$ cat src/rtl/mp_pkg.sv
// Shared microprocessor definitions: bus widths, the stop-bit position and the
// fetch state encoding used by the fetch unit, decode and instruction memory.
package mp_pkg;

   localparam int unsigned ADDR_W   = 7;   // 128-entry instruction memory
   localparam int unsigned INSTR_W  = 16;
   localparam int unsigned STOP_BIT = 0;   // LSB=1 marks the last instruction
   localparam int unsigned CNT_W    = 16;  // width of the optional fetch counter

   typedef enum logic [1:0] {
      IDLE  = 2'd0,
      FETCH = 2'd1,
      HALT  = 2'd2
   } fetch_state_e;

endpackage

$ cat src/rtl/instruction_fetch_unit.sv
// Instruction fetch unit: read-side master of the 128x16 instruction memory.
// Owns the PC, registers each returned word toward decode with a valid flag,
// and handles stall, branch redirect and the stop bit.
//
// Ports:
//   clk, rst_n          clock (rising edge), async active-low reset
//   start               pulse: begin fetching at START_ADDR from IDLE or HALT
//   stall               decode not ready: hold PC and output registers
//   branch_en/_addr     redirect request from execute (wins over stall)
//   imem_addr, imem_rd  memory address (= pc) and read enable
//   imem_rdata          combinational read data, valid in the same cycle
//   instr, instr_valid  registered instruction to decode
//   pc                  current fetch address
//   halted              stop bit fetched, fetch stopped
//   fetch_count         (FETCH_PERF_CNT_EN only) saturating count of accepted fetches
//
// Optional feature macro: FETCH_PERF_CNT_EN
module instruction_fetch_unit
   import mp_pkg::*;
#(
   parameter logic [ADDR_W-1:0] START_ADDR = '0
) (
   input  logic               clk,
   input  logic               rst_n,
   input  logic               start,
   input  logic               stall,
   input  logic               branch_en,
   input  logic [ADDR_W-1:0]  branch_addr,
   output logic [ADDR_W-1:0]  imem_addr,
   output logic               imem_rd,
   input  logic [INSTR_W-1:0] imem_rdata,
   output logic [INSTR_W-1:0] instr,
   output logic               instr_valid,
   output logic [ADDR_W-1:0]  pc,
   output logic               halted
`ifdef FETCH_PERF_CNT_EN
   ,
   output logic [CNT_W-1:0]   fetch_count
`endif
);

   fetch_state_e       state_q, state_d;
   logic [ADDR_W-1:0]  pc_q, pc_d;
   logic [INSTR_W-1:0] instr_q, instr_d;
   logic               valid_q, valid_d;
   logic               halted_q, halted_d;
   logic               rd_q, rd_d;
   logic               fetch_new;    // a fresh word is being accepted this edge
   logic               restart;      // start honoured this edge

   // State and output registers
   always_ff @(posedge clk or negedge rst_n) begin
      if (!rst_n) begin
         state_q  <= IDLE;
         pc_q     <= START_ADDR;
         instr_q  <= '0;
         valid_q  <= 1'b0;
         halted_q <= 1'b0;
         rd_q     <= 1'b0;
      end else begin
         state_q  <= state_d;
         pc_q     <= pc_d;
         instr_q  <= instr_d;
         valid_q  <= valid_d;
         halted_q <= halted_d;
         rd_q     <= rd_d;
      end
   end

   // Next-state and next-output logic
   always_comb begin
      state_d   = state_q;
      pc_d      = pc_q;
      instr_d   = instr_q;
      valid_d   = valid_q;
      halted_d  = halted_q;
      fetch_new = 1'b0;
      restart   = 1'b0;

      unique case (state_q)
         IDLE: begin
            valid_d = 1'b0;
            if (start) begin
               restart = 1'b1;
               pc_d    = START_ADDR;
               state_d = FETCH;
            end
         end
         FETCH: begin
            if (branch_en) begin
               // word read at the old pc is discarded; one bubble to decode
               pc_d    = branch_addr;
               valid_d = 1'b0;
            end else if (!stall) begin
               fetch_new = 1'b1;
               instr_d   = imem_rdata;
               valid_d   = 1'b1;
               if (imem_rdata[STOP_BIT]) begin
                  state_d  = HALT;
                  halted_d = 1'b1;
               end else begin
                  pc_d = pc_q + ADDR_W'(1);
               end
            end
         end
         HALT: begin
            if (start) begin
               restart  = 1'b1;
               pc_d     = START_ADDR;
               halted_d = 1'b0;
               valid_d  = 1'b0;
               state_d  = FETCH;
            end else if (!stall) begin
               // last word stays valid only until decode accepts it
               valid_d = 1'b0;
            end
         end
         default: begin
            state_d = IDLE;
         end
      endcase

      rd_d = (state_d == FETCH);
   end

   assign imem_addr   = pc_q;
   assign imem_rd     = rd_q;
   assign instr       = instr_q;
   assign instr_valid = valid_q;
   assign pc          = pc_q;
   assign halted      = halted_q;

`ifdef FETCH_PERF_CNT_EN
   logic [CNT_W-1:0] cnt_q, cnt_d;

   // Saturating count of accepted (non-discarded) fetches, cleared on start
   always_comb begin
      cnt_d = cnt_q;
      if (restart) begin
         cnt_d = '0;
      end else if (fetch_new && (cnt_q != '1)) begin
         cnt_d = cnt_q + CNT_W'(1);
      end
   end

   always_ff @(posedge clk or negedge rst_n) begin
      if (!rst_n) begin
         cnt_q <= '0;
      end else begin
         cnt_q <= cnt_d;
      end
   end

   assign fetch_count = cnt_q;
`else
   logic unused_flags;
   assign unused_flags = fetch_new ^ restart;
`endif

endmodule

$ cat config.mk
export PLATFORM = sky130hd
export DESIGN_NAME = instruction_fetch_unit
export DESIGN_NICKNAME = d
export VERILOG_FILES = /design/src/rtl/mp_pkg.sv /design/src/rtl/instruction_fetch_unit.sv
export SDC_FILE = /design/constraint.sdc
export NUM_CORES = 1
export LEC_CHECK = 0
export ABC_AREA = 1
export BUFFER_PORTS_ARGS = -buffer_cell sky130_fd_sc_hd__buf_2
export CAP_MARGIN = 10
export CELL_PAD_IN_SITES_DETAIL_PLACEMENT = 0
export CELL_PAD_IN_SITES_GLOBAL_PLACEMENT = 1
export CORE_MARGIN = 1.5
export CORE_UTILIZATION = 28
export DETAILED_ROUTE_END_ITERATION = 6
export MAX_ROUTING_LAYER = met4
export PLACE_DENSITY_LB_ADDON = 0.05
export SLEW_MARGIN = 20
export SYNTH_ARGS = -nofsm -noshare
export SYNTH_HDL_FRONTEND = slang
export SYNTH_SLANG_ARGS = --single-unit
$ cat constraint.sdc
create_clock -name clk -period 1.4 [get_ports clk]
set_input_delay 0.35 -clock clk [delete_from_list [all_inputs] [get_ports clk]]
set_output_delay 0.35 -clock clk [all_outputs]
set_load 0.01 [all_outputs]
==> impl_metrics.ini <==
[cts]
clockBufferDepth = 2
clk_pin_slew_worst_paths_ns = 0.10
insertion_delay_ns = 0.27
htreeDepth = 1
cts.sinks = 28
cts_tree = built
cts-buffers-inserted = 3
ctsResizeCount = 0
root_buffer = clkbuf_8
ctsHoldBuffers = 0
cts_setup_buffers = 0

[layout]
final_common_cell = nand2_1
diodes = 0
stdcell_area_sq_um = 1790
final_nets = 268
final_cell_mix = nand2_1, buf_2, dfrtp_1
area_delta_synth_final_pct = 29.7
drive_gt1_frac = 0.315

[synthesis]
ys_seq_elements = 28
postSynthCellCount = 179
synth.area.top_cells = dfrtp_1, nand2_1, inv_1
avgSynthCellArea_sq_um = 7.70
ys_seq_area_frac = 0.508
synth_top_area_frac = 0.508
yosys.area.top_type = dfrtp_1
ys_types = 21
syn_area_sq_um = 1380
yosys_warnings = 0
synth.net_count = 208

[critical_path]
start_kind = flip-flop
max_stage_delay_ns = 0.51
cp_max_fo = 8
critPathKind = flip-flop to primary output
cp.arrival_ns = 0.98
crit_family = flip-flops
path_cells = buf_2
slowest_stage = dfrtp_1
path_buf_inv = 1
end_kind = primary output
critPathRequiredTime_ns = 1.05

[hold_path]
min_path_type = input port to asynchronous set/reset pin

[timing]
hold_viol = 0
drv_slew = 0
fmax_mhz = 754
period_needed_ns = 1.33
clock_skew_ns = 0.00230
tightest_slew_ns = 0.648
finalWorstSetupSlack_ns = 0.0744
rsz0062_at_grt = no
setup_violations = 0
slew_headroom = 0.568
timing.final.crit_share = 0.947

[power_and_ir_drop]
p_clk_frac = 0.150
p_int_w = 0.00204
peakVddDrop_mv = 0.652
seqPwrFrac = 0.410
swShare = 0.404
combPwrFrac = 0.440
switching_power_w = 0.00138
power_density_nw_per_um2 = 1920
p_leak_nw = 1.04

[detailed_routing]
drc = 0
ant_nets = 0
wl_per_cell_um = 10.8
drt_iter0_drc = 59
firstDrtPassIters = 4
vias = 1251
wirelength_um = 3290
viasPerCell = 4.10

[placed_design]
preCtsSetupSlack_ns = -0.0876
finalWeightedCongestion = 0.813
hpwl_um = 2400
port_buffers = 60
placed_cell_area_sq_um = 1730

[global_routing]
track_usage = 0.134
grt_pass1_wl_um = 5370
grt_start_max_net_pins = 29
grt_overflow = 0
grt_pass1_vias = 1203
antenna_found_initial = 0

[floorplan]
fp.coreArea_sq_um = 4720
boundaryPins = 61
dieArea_sq_um = 5350
start_util = 0.292
rows = 25
dieHeight_um = 73.2
die_w_um = 73.2

[job]
drv_cap = 0

[run_status]
status = complete, no violations
worst paths after layout:
kind / from / cells after the start / endpoint / slack (ns)
max: imem_addr[2] / 1 / pc[2] / 0.07
min: rst_n / 1 / imem_rd / 0.09
max reg2reg: state_q[1] / 7 / instr[8] / 0.19
min reg2reg: instr[13] / 2 / instr[13] / 0.48
max in group asynchronous: rst_n / 1 / instr[13] / 0.89
min in group clk: imem_rdata[14] / 3 / instr[14] / 0.26
synth_stat cells:
cell / count
nor2_1: 14
nand2_1: 81
a21oi_1: 1
clkinv_2: 1
dfrtp_1: 28
xnor2_1: 1
nor2_4: 1
buf_4: 7
nand4_1: 1
xor2_1: 1
ha_1: 1
nand3_1: 8
nor3_1: 1
o21ai_0: 8
inv_1: 16
o22ai_1: 2
nand2_2: 1
buf_2: 2
buf_6: 1
o21bai_1: 2
nand2_4: 1
sequential cells by signal, summed over array words and instances (netlist names):
register and cells:
instr 16, imem_addr 7, state_q 2, instr_valid 1, halted 1, imem_rd 1
worst register-to-register path, delay by kind of cell (launching register included):
family / cells / cell delay [ns]
and+or+nand+nor: 5 / 0.42
buffers and inverters: 2 / 0.28
DFF: 1 / 0.42
routing by layer:
layer  track usage  up-vias  routed length, um
met2         0.220       35               1580
li1              -      660                  -
met4        0.0503        0                 23
met3        0.0207        2                141
met1         0.166      554               1540
met5             -        -                  0
metrics by stage:
stage / util / hold WS, ns / TNS (ns) / total power [W] / cells
floorplan: - / 0.0544 / 0 / 0.00238 / 179
global placement: 0.366 / 0.418 / -0.204 / 0.00292 / 301
detailed placement: 0.366 / 0.424 / -0.472 / 0.00295 / 301
CTS: 0.377 / 0.112 / 0 / 0.00347 / 305
global route: 0.379 / 0.128 / 0 / 0.00377 / 305
finish: 0.379 / 0.0881 / 0 / 0.00342 / 305
cell type report:
cell class	instances	area [sq um]
fillers	513	2940
inverters	17	65.1
flip-flops and latches	28	701
multi-input cells	124	546
well taps	67	83.8
repair buffers	65	338
clock buffers	4	55.1
cells by family after synthesis:
| logic type | count (synthesis) | synth area share |
|---|---|---|
| adder cells (fa/ha/maj) | 1 | 0.00907 |
| flip-flops | 28 | 0.508 |
| buffers and inverters | 27 | 0.101 |
| AND/OR/NAND/NOR | 108 | 0.317 |
| AO/OA/AOI/OAI | 13 | 0.0526 |
| XOR/XNOR | 2 | 0.0127 |
power groups by stage:
stage               Combinational [W]  Sequential [W]  Clock, W
floorplan                    0.000785         0.00159         0
global placement              0.00151         0.00141         0
detailed placement            0.00153         0.00142         0
CTS                           0.00153         0.00141  0.000539
global route                  0.00172         0.00147  0.000582
finish                        0.00151         0.00140  0.000513
Power figures use the tool's default switching activity.
